`src/rtl/jx2_mem_arb2_pkg.sv`:
```
// Shared definitions for the two-port memory arbiter: OK codes, OPM idle value,
// arbiter state encodings and the grant-history type.
package jx2_mem_arb2_pkg;

  localparam logic [1:0] UMEM_OK_READY = 2'b00;
  localparam logic [1:0] UMEM_OK_OK    = 2'b01;
  localparam logic [1:0] UMEM_OK_HOLD  = 2'b10;
  localparam logic [1:0] UMEM_OK_FAULT = 2'b11;

  localparam logic [4:0] JX2_OPM_IDLE  = 5'b00000;

  typedef enum logic [1:0] {
    JX2_ARB_IDLE  = 2'd0,
    JX2_ARB_GNT_A = 2'd1,
    JX2_ARB_GNT_B = 2'd2
  } arb_state_t;

  typedef enum logic {
    ARB_LAST_A = 1'b0,
    ARB_LAST_B = 1'b1
  } arb_last_t;

  // Response seen by a port that does not currently own the memory bus.
  function automatic logic [1:0] waitResp(input logic [4:0] opm);
    return (opm != JX2_OPM_IDLE) ? UMEM_OK_HOLD : UMEM_OK_READY;
  endfunction

endpackage

```
`src/rtl/jx2_mem_arb2_rrpick.sv`:
```
// Combinational 2-way round-robin picker: a lone requester always wins, and on
// a tie the requester that was not granted last wins.
module jx2_mem_arb_rrpick
  import jx2_mem_arb2_pkg::*;
(
  input  logic      i_reqA,
  input  logic      i_reqB,
  input  arb_last_t i_lastGrant,
  output logic      o_grantA,
  output logic      o_grantB
);

  logic w_tie;

  assign w_tie    = i_reqA && i_reqB;
  assign o_grantA = i_reqA && (!w_tie || (i_lastGrant == ARB_LAST_B));
  assign o_grantB = i_reqB && (!w_tie || (i_lastGrant == ARB_LAST_A));

endmodule

```
`src/rtl/jx2_mem_arb2.sv`:
```
// Two-requester round-robin arbiter for the shared 128-bit memory port.
// Optional watchdog fault enabled by defining JX2_MEMARB_TIMEOUT_EN.
module jx2_mem_arb2
  import jx2_mem_arb2_pkg::*;
#(
  parameter int ADDR_W      = 48,
  parameter int DATA_W      = 128,
  parameter int TIMEOUT_CYC = 1024
)(
  input  logic              clock,
  input  logic              reset,

  input  logic [ADDR_W-1:0] reqAAddr,
  input  logic [DATA_W-1:0] reqADataI,
  input  logic [4:0]        reqAOpm,
  output logic [DATA_W-1:0] reqADataO,
  output logic [1:0]        reqAOK,

  input  logic [ADDR_W-1:0] reqBAddr,
  input  logic [DATA_W-1:0] reqBDataI,
  input  logic [4:0]        reqBOpm,
  output logic [DATA_W-1:0] reqBDataO,
  output logic [1:0]        reqBOK,

  output logic [ADDR_W-1:0] memAddr,
  output logic [DATA_W-1:0] memDataO,
  output logic [4:0]        memOpm,
  input  logic [DATA_W-1:0] memDataI,
  input  logic [1:0]        memOK,

  output logic [1:0]        arbGrant
);

  arb_state_t        r_state;
  arb_state_t        w_nextState;
  arb_last_t         r_lastGrant;
  arb_last_t         w_nextLast;

  logic [ADDR_W-1:0] r_memAddr;
  logic [DATA_W-1:0] r_memData;
  logic [4:0]        r_memOpm;
  logic [ADDR_W-1:0] w_nextAddr;
  logic [DATA_W-1:0] w_nextData;
  logic [4:0]        w_nextOpm;

  logic              w_reqA;
  logic              w_reqB;
  logic              w_grantA;
  logic              w_grantB;
  logic              w_timeout;

  assign w_reqA = (reqAOpm != JX2_OPM_IDLE);
  assign w_reqB = (reqBOpm != JX2_OPM_IDLE);

  jx2_mem_arb_rrpick u_rrpick (
    .i_reqA      (w_reqA),
    .i_reqB      (w_reqB),
    .i_lastGrant (r_lastGrant),
    .o_grantA    (w_grantA),
    .o_grantB    (w_grantB)
  );

`ifdef JX2_MEMARB_TIMEOUT_EN
  // Watchdog: reset on every grant and every OK, saturates instead of wrapping.
  localparam logic [15:0] TimeoutLimit = 16'(TIMEOUT_CYC);

  logic [15:0] r_toCount;

  always_ff @(posedge clock or negedge reset) begin
    if (!reset) begin
      r_toCount <= 16'd0;
    end else if ((r_state == JX2_ARB_IDLE) || (memOK == UMEM_OK_OK)) begin
      r_toCount <= 16'd0;
    end else if (r_toCount != 16'hFFFF) begin
      r_toCount <= r_toCount + 16'd1;
    end
  end

  assign w_timeout = (r_state != JX2_ARB_IDLE) && (r_toCount == TimeoutLimit);
`else
  assign w_timeout = 1'b0;
`endif

  always_ff @(posedge clock or negedge reset) begin
    if (!reset) begin
      r_state     <= JX2_ARB_IDLE;
      r_lastGrant <= ARB_LAST_B;
      r_memAddr   <= '0;
      r_memData   <= '0;
      r_memOpm    <= JX2_OPM_IDLE;
    end else begin
      r_state     <= w_nextState;
      r_lastGrant <= w_nextLast;
      r_memAddr   <= w_nextAddr;
      r_memData   <= w_nextData;
      r_memOpm    <= w_nextOpm;
    end
  end

  // While granted, the owner's request is re-registered every edge so that
  // back-to-back operations (writeback then fill) need no re-arbitration.
  always_comb begin
    w_nextState = r_state;
    w_nextLast  = r_lastGrant;
    w_nextAddr  = r_memAddr;
    w_nextData  = r_memData;
    w_nextOpm   = r_memOpm;

    unique case (r_state)
      JX2_ARB_IDLE: begin
        w_nextOpm = JX2_OPM_IDLE;
        if (w_grantA) begin
          w_nextState = JX2_ARB_GNT_A;
          w_nextLast  = ARB_LAST_A;
          w_nextAddr  = reqAAddr;
          w_nextData  = reqADataI;
          w_nextOpm   = reqAOpm;
        end else if (w_grantB) begin
          w_nextState = JX2_ARB_GNT_B;
          w_nextLast  = ARB_LAST_B;
          w_nextAddr  = reqBAddr;
          w_nextData  = reqBDataI;
          w_nextOpm   = reqBOpm;
        end
      end

      JX2_ARB_GNT_A: begin
        if (w_timeout || (!w_reqA && (memOK == UMEM_OK_READY))) begin
          w_nextState = JX2_ARB_IDLE;
          w_nextOpm   = JX2_OPM_IDLE;
        end else begin
          w_nextAddr  = reqAAddr;
          w_nextData  = reqADataI;
          w_nextOpm   = reqAOpm;
        end
      end

      JX2_ARB_GNT_B: begin
        if (w_timeout || (!w_reqB && (memOK == UMEM_OK_READY))) begin
          w_nextState = JX2_ARB_IDLE;
          w_nextOpm   = JX2_OPM_IDLE;
        end else begin
          w_nextAddr  = reqBAddr;
          w_nextData  = reqBDataI;
          w_nextOpm   = reqBOpm;
        end
      end

      default: begin
        w_nextState = JX2_ARB_IDLE;
        w_nextOpm   = JX2_OPM_IDLE;
      end
    endcase
  end

  // The owner sees memOK directly (or an internal FAULT on timeout); anyone
  // else with a live request is told to HOLD.
  always_comb begin
    reqAOK   = waitResp(reqAOpm);
    reqBOK   = waitResp(reqBOpm);
    arbGrant = 2'b00;

    unique case (r_state)
      JX2_ARB_GNT_A: begin
        reqAOK   = w_timeout ? UMEM_OK_FAULT : memOK;
        arbGrant = 2'b01;
      end
      JX2_ARB_GNT_B: begin
        reqBOK   = w_timeout ? UMEM_OK_FAULT : memOK;
        arbGrant = 2'b10;
      end
      default: begin
        arbGrant = 2'b00;
      end
    endcase
  end

  assign reqADataO = memDataI;
  assign reqBDataO = memDataI;

  assign memAddr   = r_memAddr;
  assign memDataO  = r_memData;
  assign memOpm    = r_memOpm;

endmodule
```
`config.mk`:
```
export PLATFORM = sky130hd
export DESIGN_NAME = jx2_mem_arb2
export DESIGN_NICKNAME = d
export VERILOG_FILES = /design/src/rtl/jx2_mem_arb2_pkg.sv /design/src/rtl/jx2_mem_arb2_rrpick.sv /design/src/rtl/jx2_mem_arb2.sv
export SDC_FILE = /design/constraint.sdc
export NUM_CORES = 1
export LEC_CHECK = 0
export BUFFER_PORTS_ARGS = -buffer_cell sky130_fd_sc_hd__buf_2
export CAP_MARGIN = 15
export CORE_AREA = 2 2 366 368
export CTS_BUF_LIST = sky130_fd_sc_hd__clkbuf_8
export CTS_CLUSTER_SIZE = 28
export DETAILED_ROUTE_END_ITERATION = 10
export DIE_AREA = 0 0 368 370
export GPL_TIMING_DRIVEN = 0
export PLACE_DENSITY_LB_ADDON = 0.25
export SLEW_MARGIN = 25
export SYNTH_ARGS = -nofsm -noshare
export SYNTH_HDL_FRONTEND = slang
export SYNTH_SLANG_ARGS = --single-unit
```
`constraint.sdc`:
```
create_clock -name clock -period 6.1 [get_ports clock]
set_input_delay 1.22 -clock clock [delete_from_list [all_inputs] [get_ports clock]]
set_output_delay 1.22 -clock clock [all_outputs]
set_load 0.01 [all_outputs]
```
# Yosys cells after proc, flatten, opt, wreduce, memory -nomap -nowiden
# Cells that the tools add are included.
# totals
regBits	184
output_inout_bits	443
wordCells	59
inputBits	494
# classes
mux	27
n_eq_ne	7
bitwise	1
reduce_logical	19
# op_table
op	n
two-way mux 128 bit	4
case mux 128 bit (3 select lines)	1
two-way mux 48 bit	4
case mux 48 bit (3 select lines)	1
two-way mux 5 bit	4
two-way mux 2 bit	8
case mux 5 bit (3 select lines)	1
nonzero test 5 bit	2
!= test 2 bit, second input constant	4
case mux 2 bit (3 select lines)	1
logical AND 1 bit	5
zero test 2 bit	2
case mux 2 bit (2 select lines)	1
AND reduction 4 bit	1
zero test 1 bit	3
!= test 3 x 1 -> 1 bit, second input constant	1
AND reduction 3 bit	1
nonzero test 3 bit	1
== test 2 x 1 -> 1 bit, second input constant	1
== test 2 bit, second input constant	1
logical OR 1 bit	2
two-way mux 1 bit	2
AND reduction 2 bit	1
nonzero test 2 bit	1
inverter 1 bit	1

# Longest topological paths before layout
# Gate-level depths: netlist (run 1).
# depth
word_depth	8
ltp_mapped	10
ltp_nobuf	7

# By module
# From an unflattened synthesis (run 1), not the netlist that was laid out.
# hier_totals
hier_cells	1508
hier_area_um2	14672.8
# modules_own_cells
module	cells_each	seq_area_each_um2	area_per_inst_um2	n_inst
jx2_mem_arb2	1505	4605.7	14654.1	1
jx2_mem_arb_rrpick	3	0.0	18.8	1

# Worst setup path after synthesis (run 1)
# Ideal clock, no wire load.
# synth_path
path_kind	input to output
start	input port reqAOpm[2]
end	output port reqAOK[1]
path_stages	4
path_buffers	1
t_arrival_ps	2444
setup_slack_ps	2436
t_required_ps	4880
path_cell_list	or4_4 or2_4 clkbuf_1 mux2_2
# synth_via
elab_chain_cells	3
# synth_lines
item	line	text
from (decl)	jx2_mem_arb2.sv:15	input logic [4:0] reqAOpm,
nonzero test 5 bit	jx2_mem_arb2_pkg.sv:25	return (opm != JX2_OPM_IDLE) ? UMEM_OK_HOLD : UMEM_OK_READY;
two-way mux 2 bit	jx2_mem_arb2_pkg.sv:25	
two-way mux 2 bit	jx2_mem_arb2.sv:163	unique case (r_state)
to (decl)	jx2_mem_arb2.sv:17	output logic [1:0] reqAOK,
# No other way between the ends.

# Worst setup path after layout (run 1)
# layout_path
start	register r_state[0]
end	output port reqBOK[0]
# layout_via
elab_chain_cells	2
# layout_lines
item	line	text
from (decl)	jx2_mem_arb2.sv:34	arb_state_t r_state;
from (signal assigned)	jx2_mem_arb2.sv:92	r_state <= w_nextState;
== test 2 bit	jx2_mem_arb2.sv:163	
two-way mux 2 bit	jx2_mem_arb2.sv:163	
to (decl)	jx2_mem_arb2.sv:23	output logic [1:0] reqBOK,
# No other way between the ends.

==> results of run 1 <==
==> metrics by stage <==
step	setup TNS (ns)	hold WS, ns	power, mW
floorplan	0	0.511	6.84
global placement	-62.24	0.488	10.2
global route	0	0.496	12.0
CTS	0	0.415	11.4
finish	0	0.513	11.1
detailed placement	0	0.486	10.2
==> report_power, final <==
| group | total, mW | internal (mW) | leakage, nW | switching, mW |
|---|---|---|---|---|
| Combinational | 7.80 | 3.13 | 8.26 | 4.68 |
| Sequential | 2.31 | 1.91 | 2.21 | 0.396 |
| Clock | 1.04 | 0.402 | 0.204 | 0.635 |
| Total | 11.1 | 5.44 | 10.7 | 5.71 |
==> metal layers <==
metal  GRT usage (%)  up-vias  part of all wire [%]
li1                -     7428                     -
met5               0        -                  0.17
met1            17.2     8239                    43
met3            3.93      115                   7.0
met4            3.77       26                   2.2
met2            23.7      831                    48
==> cell usage in the layout, fill, tap and decap left out, types with 4 or more instances in the layout <==
cell | Yosys | routed
clkbuf_8 | 0 | 20
diode_2 | 0 | 19
buf_16 | 0 | 5
ha_1 | 6 | 6
a22oi_1 | 177 | 177
nor2_1 | 4 | 4
clkbuf_1 | 116 | 103
buf_6 | 10 | 10
clkbuf_2 | 0 | 13
a21oi_1 | 179 | 179
buf_4 | 257 | 257
inv_1 | 5 | 6
a211o_1 | 176 | 176
inv_6 | 0 | 4
buf_2 | 47 | 854
and3_1 | 176 | 176
dfrtp_1 | 183 | 183
nand2_1 | 4 | 4
a22o_1 | 180 | 180
==> path summary, 6_finish.rpt <==
path,startpoint,to,cells past startpoint
worst max-delay path,r_state[0],reqBOK[0],7
worst min-delay path,memDataO[66],memDataO[66],1
worst max register to register,r_state[0],memDataO[40],10
worst min register to register,memDataO[66],memDataO[66],1
max in group asynchronous,reset,memAddr[19],2
min in group asynchronous,reset,memDataO[68],1
==> sequential cells by signal (all words and copies together) (netlist names) <==
| name | cells |
|---|---|
| memDataO | 128 |
| memAddr | 48 |
| memOpm | 5 |
| r_state | 2 |
| r_lastGrant | 1 |
==> cell type report <==
cell class              instances  area (um2)
diodes                         19        47.5
clock buffers                  20         275
well taps                    1768        2210
multi-input cells             924        6710
flip-flops and latches        184        4610
plain buffers                 434        2760
fillers                     15200      111000
inverters                       5        18.8
repair buffers                814        4210
clock inverters                12         139
==> logic make-up after synthesis <==
kind of cell	count (synthesis)
DFF	184
muxes	2
and+or+nand+nor	192
buffers and inverters	439
adders and majority gates	6
AOI/OAI and AO/OA	724
==> impl_metrics.prom, run 1 <==
# TYPE chip_impl_metric gauge
chip_impl_info{name="worst_setup_path_start_kind",value="flip-flop"} 1
chip_impl_metric{name="worst_ir_drop_vdd",unit="uV"} 180
chip_impl_metric{name="clock-skew-final",unit="ns"} 0.0293
chip_impl_metric{name="clock_buffers_created_by_tritoncts",unit=""} 17
chip_impl_metric{name="design.final.nets",unit=""} 2880
chip_impl_metric{name="power_density",unit="nW/um2"} 531
chip_impl_metric{name="route.detailed.vias_per_inst",unit=""} 3.98
chip_impl_metric{name="synth_adder_area_share",unit="%"} 0.533
chip_impl_metric{name="dieArea",unit="um2"} 136000
chip_impl_metric{name="finalHoldViolations",unit=""} 0
chip_impl_metric{name="start_util",unit="%"} 10.6
chip_impl_metric{name="drt_pass1_iterations",unit=""} 5
chip_impl_metric{name="die_y",unit="um"} 370
chip_impl_info{name="tritoncts",value="yes"} 1
chip_impl_metric{name="finalWorstPathRequiredPeriod",unit="ns"} 4.82
chip_impl_info{name="crit_slowest_cell",value="clkbuf_1"} 1
chip_impl_metric{name="overflow",unit=""} 0
chip_impl_metric{name="non_filler_instances",unit=""} 4180
chip_impl_metric{name="fraction_of_post_synthesis_cell_area_in_the_top_cell_type_by_area",unit="%"} 32.5
chip_impl_metric{name="synthToLayoutAreaGrowth",unit="%"} 49.0
chip_impl_info{name="ys.flop_type",value="dfrtp_1"} 1
chip_impl_metric{name="post_synth_inst_count",unit=""} 1547
chip_impl_info{name="crit_path_cell_trace",value="inv_1 > ha_1 > clkbuf_1 > clkbuf_2 > clkbuf_1 > and2_1 > buf_2"} 1
chip_impl_metric{name="io_pins",unit=""} 937
chip_impl_info{name="synth.top_cells.by_count",value="257 x buf_4, 183 x dfrtp_1, 180 x a22o_1, 179 x a21oi_1, 177 x a22oi_1"} 1
chip_impl_metric{name="power_leakage",unit="nW"} 10.7
chip_impl_metric{name="die-width",unit="um"} 368
chip_impl_info{name="netlist_top_cells_area",value="dfrtp_1 33%, buf_4 14%, a22o_1 11%"} 1
chip_impl_metric{name="finalWeightedCongestion",unit=""} 0.827
chip_impl_info{name="min-delay-path-class",value="flip-flop to flip-flop"} 1
chip_impl_metric{name="count_of_buffering_cells_on_the_critical_path_with_inverters_included",unit=""} 5
chip_impl_metric{name="final_antenna_net_count",unit=""} 0
chip_impl_metric{name="synth.cell_area",unit="um2"} 14100
chip_impl_metric{name="route.vias.total",unit=""} 16600
chip_impl_metric{name="placement.setup.worst_slack",unit="ns"} 1.79
chip_impl_info{name="critical_path.most_common_cell",value="clkbuf_1"} 1
chip_impl_metric{name="synth-async-reset-ratio",unit="%"} 100
chip_impl_metric{name="synth.area.mux_share",unit="%"} 0.160
chip_impl_metric{name="critical-path-max-stage-delay",unit="ns"} 0.63
chip_impl_info{name="worst-setup-path-type",value="flip-flop to primary output"} 1
chip_impl_metric{name="grt_max_degree",unit=""} 69
chip_impl_metric{name="holdBufCountCts",unit=""} 0
chip_impl_metric{name="cap_viol_max_count",unit=""} 0
chip_impl_metric{name="buffer_ports.inserted",unit=""} 808
chip_impl_metric{name="core",unit="um2"} 132000
chip_impl_metric{name="timing_worst_slew_pin_value",unit="ns"} 0.961
chip_impl_metric{name="vias_in_the_first_global_route",unit=""} 16700
chip_impl_metric{name="syn-mean-instance-area",unit="um2"} 9.10
chip_impl_metric{name="cp_data_required_time",unit="ns"} 4.88
chip_impl_metric{name="number_of_placement_rows",unit=""} 134
chip_impl_metric{name="post-route-util",unit="%"} 15.8
chip_impl_metric{name="dpl.cell_count",unit=""} 4129
chip_impl_info{name="status",value="finished, final reports clean"} 1
chip_impl_metric{name="setup_viol",unit=""} 0
chip_impl_metric{name="grt_usage",unit="%"} 13.9
chip_impl_metric{name="setup_slack",unit="ns"} 1.28
chip_impl_metric{name="cp_max_fo",unit=""} 10
chip_impl_metric{name="cts_resized",unit=""} 0
chip_impl_metric{name="postSynthRegisterBits",unit=""} 184
chip_impl_metric{name="grt_antenna_before_repair",unit=""} 48
chip_impl_metric{name="postLayoutCellArea",unit="um2"} 21000
chip_impl_metric{name="synth-compound-area-share",unit="%"} 38.6
chip_impl_info{name="path_delay_family",value="buffers and inverters"} 1
chip_impl_metric{name="detailed_place.area",unit="um2"} 20500
chip_impl_metric{name="drt_drc_violations_left",unit=""} 0
chip_impl_metric{name="timing.final.max_slew_violations",unit=""} 0
chip_impl_metric{name="period_share",unit="%"} 79.0
chip_impl_metric{name="ctsHtreeMaxLevel",unit=""} 4
chip_impl_info{name="clock-root-buffer",value="clkbuf_8"} 1
chip_impl_metric{name="number_of_synthesized_flops_with_an_enable_pin",unit=""} 0
chip_impl_metric{name="finalWirelength",unit="mm"} 98.9
chip_impl_metric{name="area_share_of_and_or_nand_nor_cells_after_synthesis",unit="%"} 8.43
chip_impl_info{name="setup_repair_after_global_routing_missed_its_margin",value="false"} 1
chip_impl_metric{name="slew-limit-headroom",unit="%"} 35.9
chip_impl_metric{name="achievable-frequency",unit="MHz"} 208
chip_impl_metric{name="average_detailed_routed_wire_length_per_instance",unit="um"} 23.7
chip_impl_metric{name="worst_setup_hold_path_clk_slew",unit="ns"} 0.11
chip_impl_metric{name="critPathArrivalTime",unit="ns"} 3.60
chip_impl_info{name="endpoint_kind",value="primary output"} 1
chip_impl_metric{name="worstSkewPairLatency",unit="ns"} 0.65
chip_impl_metric{name="cts-root-to-sink-buffers",unit=""} 2
chip_impl_metric{name="detail_route.iter0.violations",unit=""} 1306
chip_impl_metric{name="dp_hpwl",unit="mm"} 79.6
chip_impl_metric{name="grt_pass1_wl",unit="mm"} 135
chip_impl_metric{name="postCtsSetupBuffers",unit=""} 0
chip_impl_info{name="post-synth-top-count-cell",value="buf_4"} 1
chip_impl_info{name="synth_top_family_by_area",value="compound AO/OA/AOI/OAI gates"} 1
chip_impl_metric{name="syn-num-nets",unit=""} 2047
chip_impl_metric{name="ys.warnings.count",unit=""} 0
chip_impl_metric{name="synth.yosys.seq_area_share",unit="%"} 32.7
chip_impl_metric{name="post_route_cells_drive_above_1_share",unit="%"} 49.2
chip_impl_metric{name="synth-xor-area-share",unit="%"} 0
chip_impl_metric{name="cts.sink_count",unit=""} 184
chip_impl_info{name="synth_top_area_cell",value="dfrtp_1"} 1
chip_impl_metric{name="slack_of_the_worst_reg_to_reg_path",unit="ns"} 2.73
chip_impl_metric{name="synthDistinctLibCells",unit=""} 32
(Power assumes the default switching activity.)
==> inputs of run 2 (changes only) <==
ABC_AREA = 1   (was unset)
CORE_AREA = 2 2 360 362   (was 2 2 366 368)
DIE_AREA = 0 0 362 364   (was 0 0 368 370)
clock period = 4.8 ns   (was 6.1 ns; I/O delays follow)
==> run 2 against run 1 <==
Non-clock buffer count is 5 lower. Combinational power is 19% higher. Worst hold slack worse by 0.32 ns. Global-route usage is 0.090 points lower. Count of clock-buffer cells in the layout is 2 lower. Clock skew is 0.0083 ns lower. Clock power is 23% higher. Cell count is 24% higher. Setup slack worse by 0.76 ns.
==> impl_metrics.prom, run 2 <==
# TYPE chip_impl_metric gauge
chip_impl_metric{name="setup_viol",unit=""} 0
chip_impl_info{name="netlist_top_cells_area",value="dfrtp_1 29%, nand2_1 26%, buf_4 13%"} 1
chip_impl_metric{name="route.detailed.vias_per_inst",unit=""} 3.84
chip_impl_metric{name="drt_drc_violations_left",unit=""} 0
chip_impl_metric{name="grt_max_degree",unit=""} 74
chip_impl_info{name="tritoncts",value="yes"} 1
chip_impl_info{name="endpoint_kind",value="primary output"} 1
chip_impl_info{name="crit_path_cell_trace",value="inv_1 > ha_1 > inv_2 > clkbuf_1 > clkbuf_1 > nand2_1 > o21ai_0 > buf_2"} 1
chip_impl_metric{name="worst_setup_hold_path_clk_slew",unit="ns"} 0.14
chip_impl_metric{name="timing_worst_slew_pin_value",unit="ns"} 0.835
chip_impl_metric{name="route.vias.total",unit=""} 19900
chip_impl_metric{name="synth.yosys.seq_area_share",unit="%"} 29.0
chip_impl_info{name="critical_path.most_common_cell",value="clkbuf_1"} 1
chip_impl_metric{name="core",unit="um2"} 128000
chip_impl_metric{name="io_pins",unit=""} 937
chip_impl_metric{name="grt_usage",unit="%"} 13.9
chip_impl_metric{name="cap_viol_max_count",unit=""} 0
chip_impl_info{name="setup_repair_after_global_routing_missed_its_margin",value="false"} 1
chip_impl_info{name="ys.flop_type",value="dfrtp_1"} 1
chip_impl_metric{name="synth.cell_area",unit="um2"} 15900
chip_impl_metric{name="clock_buffers_created_by_tritoncts",unit=""} 17
chip_impl_metric{name="final_antenna_net_count",unit=""} 0
chip_impl_metric{name="largest_reg_flops",unit=""} 128
chip_impl_info{name="path_delay_family",value="buffers and inverters"} 1
chip_impl_metric{name="synth-async-reset-ratio",unit="%"} 100
chip_impl_info{name="worst_setup_path_start_kind",value="flip-flop"} 1
chip_impl_metric{name="ctsHtreeMaxLevel",unit=""} 4
chip_impl_metric{name="fraction_of_post_synthesis_cell_area_in_the_top_cell_type_by_area",unit="%"} 28.8
chip_impl_metric{name="start_util",unit="%"} 12.4
chip_impl_metric{name="cp_data_required_time",unit="ns"} 3.84
chip_impl_metric{name="period_share",unit="%"} 89.1
chip_impl_metric{name="setup_slack",unit="ns"} 0.525
chip_impl_metric{name="critical-path-max-stage-delay",unit="ns"} 0.52
chip_impl_metric{name="synthToLayoutAreaGrowth",unit="%"} 42.5
chip_impl_metric{name="achievable-frequency",unit="MHz"} 234
chip_impl_metric{name="clock-skew-final",unit="ns"} 0.0211
chip_impl_info{name="worst-setup-path-type",value="flip-flop to primary output"} 1
chip_impl_metric{name="post_synth_inst_count",unit=""} 2634
chip_impl_metric{name="timing.final.max_slew_violations",unit=""} 0
chip_impl_metric{name="power_leakage",unit="nW"} 13.6
chip_impl_metric{name="detail_route.iter0.violations",unit=""} 1313
chip_impl_metric{name="power_density",unit="nW/um2"} 588
chip_impl_metric{name="syn-mean-instance-area",unit="um2"} 6.03
chip_impl_metric{name="dp_hpwl",unit="mm"} 76.3
chip_impl_metric{name="number_of_synthesized_flops_with_an_enable_pin",unit=""} 0
chip_impl_info{name="layout_commonest_cell",value="nand2_1"} 1
chip_impl_info{name="synth.top_cells.by_count",value="1089 x nand2_1, 363 x inv_1, 359 x nand3_1, 269 x buf_4, 183 x dfrtp_1"} 1
chip_impl_metric{name="die_y",unit="um"} 364
chip_impl_metric{name="critPathArrivalTime",unit="ns"} 3.31
chip_impl_info{name="mostFrequentLayoutCells",value="1089 x nand2_1, 864 x buf_2, 363 x inv_1, 359 x nand3_1, 269 x buf_4"} 1
chip_impl_metric{name="post-route-util",unit="%"} 17.7
chip_impl_metric{name="drt_pass1_iterations",unit=""} 5
chip_impl_info{name="clock-root-buffer",value="clkbuf_8"} 1
chip_impl_metric{name="worst_ir_drop_vdd",unit="uV"} 252
chip_impl_metric{name="syn-num-nets",unit=""} 3134
chip_impl_info{name="synth_top_area_cell",value="dfrtp_1"} 1
chip_impl_metric{name="vias_in_the_first_global_route",unit=""} 18800
chip_impl_metric{name="post_route_cells_drive_above_1_share",unit="%"} 34.1
chip_impl_metric{name="cts-root-to-sink-buffers",unit=""} 2
chip_impl_info{name="crit_slowest_cell",value="clkbuf_1"} 1
chip_impl_metric{name="postSynthRegisterBits",unit=""} 184
chip_impl_metric{name="number_of_placement_rows",unit=""} 132
chip_impl_metric{name="ys.warnings.count",unit=""} 0
chip_impl_metric{name="dieArea",unit="um2"} 132000
chip_impl_metric{name="finalWeightedCongestion",unit=""} 0.845
chip_impl_metric{name="worstSkewPairLatency",unit="ns"} 0.67
chip_impl_metric{name="finalWorstPathRequiredPeriod",unit="ns"} 4.27
chip_impl_metric{name="power.total",unit="mW"} 13.3
chip_impl_metric{name="n_fill_cell",unit=""} 15000
chip_impl_info{name="status",value="finished, final reports clean"} 1
chip_impl_info{name="min-delay-path-class",value="input port to asynchronous set/reset pin"} 1
chip_impl_metric{name="grt_antenna_before_repair",unit=""} 28
chip_impl_metric{name="buffer_ports.inserted",unit=""} 808
chip_impl_metric{name="placement.setup.worst_slack",unit="ns"} 0.901
chip_impl_metric{name="totalNegativeSetupSlack",unit="ns"} 0
chip_impl_metric{name="slew-limit-headroom",unit="%"} 44.3
chip_impl_metric{name="postCtsSetupBuffers",unit=""} 0
chip_impl_metric{name="overflow",unit=""} 0
chip_impl_metric{name="average_detailed_routed_wire_length_per_instance",unit="um"} 18.3
chip_impl_metric{name="die-width",unit="um"} 362
chip_impl_metric{name="synthDistinctLibCells",unit=""} 24
chip_impl_metric{name="cts.sink_count",unit=""} 184
chip_impl_metric{name="design.final.nets",unit=""} 3967
chip_impl_metric{name="cp_max_fo",unit=""} 10
chip_impl_metric{name="count_of_buffering_cells_on_the_critical_path_with_inverters_included",unit=""} 5
chip_impl_metric{name="grt_pass1_wl",unit="mm"} 132
chip_impl_metric{name="finalWirelength",unit="mm"} 94.5
chip_impl_info{name="post-synth-top-count-cell",value="nand2_1"} 1
chip_impl_metric{name="cts_resized",unit=""} 0
chip_impl_metric{name="holdBufCountCts",unit=""} 0
chip_impl_metric{name="finalHoldViolations",unit=""} 0
## run 2: changes by cell type in the layout (fill, tap and decap cells not counted), sizes merged, moves of 4 or more
cell	before	now
nand2	4	1092
inv	10	375
nand3	0	359
a22o	180	0
a22oi	177	0
a211o	176	0
and3	176	0
o22ai	0	176
a21oi	179	8
clkbuf	136	108
buf	1132	1153
nor2	4	10
diode	19	15
## run 2: worst paths after layout
kind / start / endpoint / slack (ns) / cells past startpoint
setup / recovery: r_state[0] / reqBOK[1] / 0.53 / 8
hold / removal: reset / memDataO[121] / 0.19 / 1
setup reg to reg: r_state[0] / memDataO[53] / 1.60 / 11
hold reg to reg: memAddr[4] / memAddr[4] / 0.49 / 2
max in group asynchronous: reset / memDataO[46] / 3.77 / 2
min in group clock: memAddr[4] / memAddr[4] / 0.49 / 2
## run 2: kinds of logic (layout without fill, tap and decap cells)
kind of cell,Yosys count,in the layout,synth area share (%)
AOI/OAI and AO/OA,186,186,7.27
adders and majority gates,6,6,0.472
buffers and inverters,795,1641,25.6
DFF,184,184,29.0
other,0,15,0
and+or+nand+nor,1463,1463,37.7
## run 2: power by group
group	total, mW	internal [mW]	switching (mW)
Sequential	2.74	2.34	0.405
Combinational	9.30	2.93	6.37
Clock	1.28	0.450	0.835
Total	13.3	5.71	7.61
## run 2: layer usage
| metal | routed length [um] | GRT usage [%] |
|---|---|---|
| met4 | 1830 | 4.19 |
| met5 | 139 | 0 |
| met3 | 7760 | 4.47 |
| met2 | 45000 | 23.1 |
| met1 | 39800 | 16.9 |
## run 2: cell type report
class / count / area, um2 / share of cell area [%]
Multi-Input combinational cell: 1655 / 7220 / 31.9
Sequential cell: 184 / 4610 / 20.3
Timing Repair Buffer: 814 / 4220 / 18.6
Buffer: 429 / 2700 / 11.9
Tap cell: 1675 / 2100 / 9.25
Inverter: 366 / 1370 / 6.06
Clock buffer: 18 / 248 / 1.09
Clock inverter: 14 / 154 / 0.679
Antenna cell: 15 / 37.5 / 0.166
## run 2: worst register-to-register path, delay by kind of cell, from the launching register on
family	cells	cell delay, ns
buf+inv	6	1.87
simple gates	4	0.50
flops	1	0.44
fa+ha+maj	1	0.28
## run 2: through the flow
step | std cells | instance area, um2 | hold WS [ns]
finish | 5170 | 22700 | 0.190
floorplan | 2634 | 15900 | 0.514
global route | 5166 | 22600 | 0.145
CTS | 5155 | 22600 | 0.0873
detailed placement | 5123 | 22200 | 0.460
global placement | 5117 | 22000 | 0.460
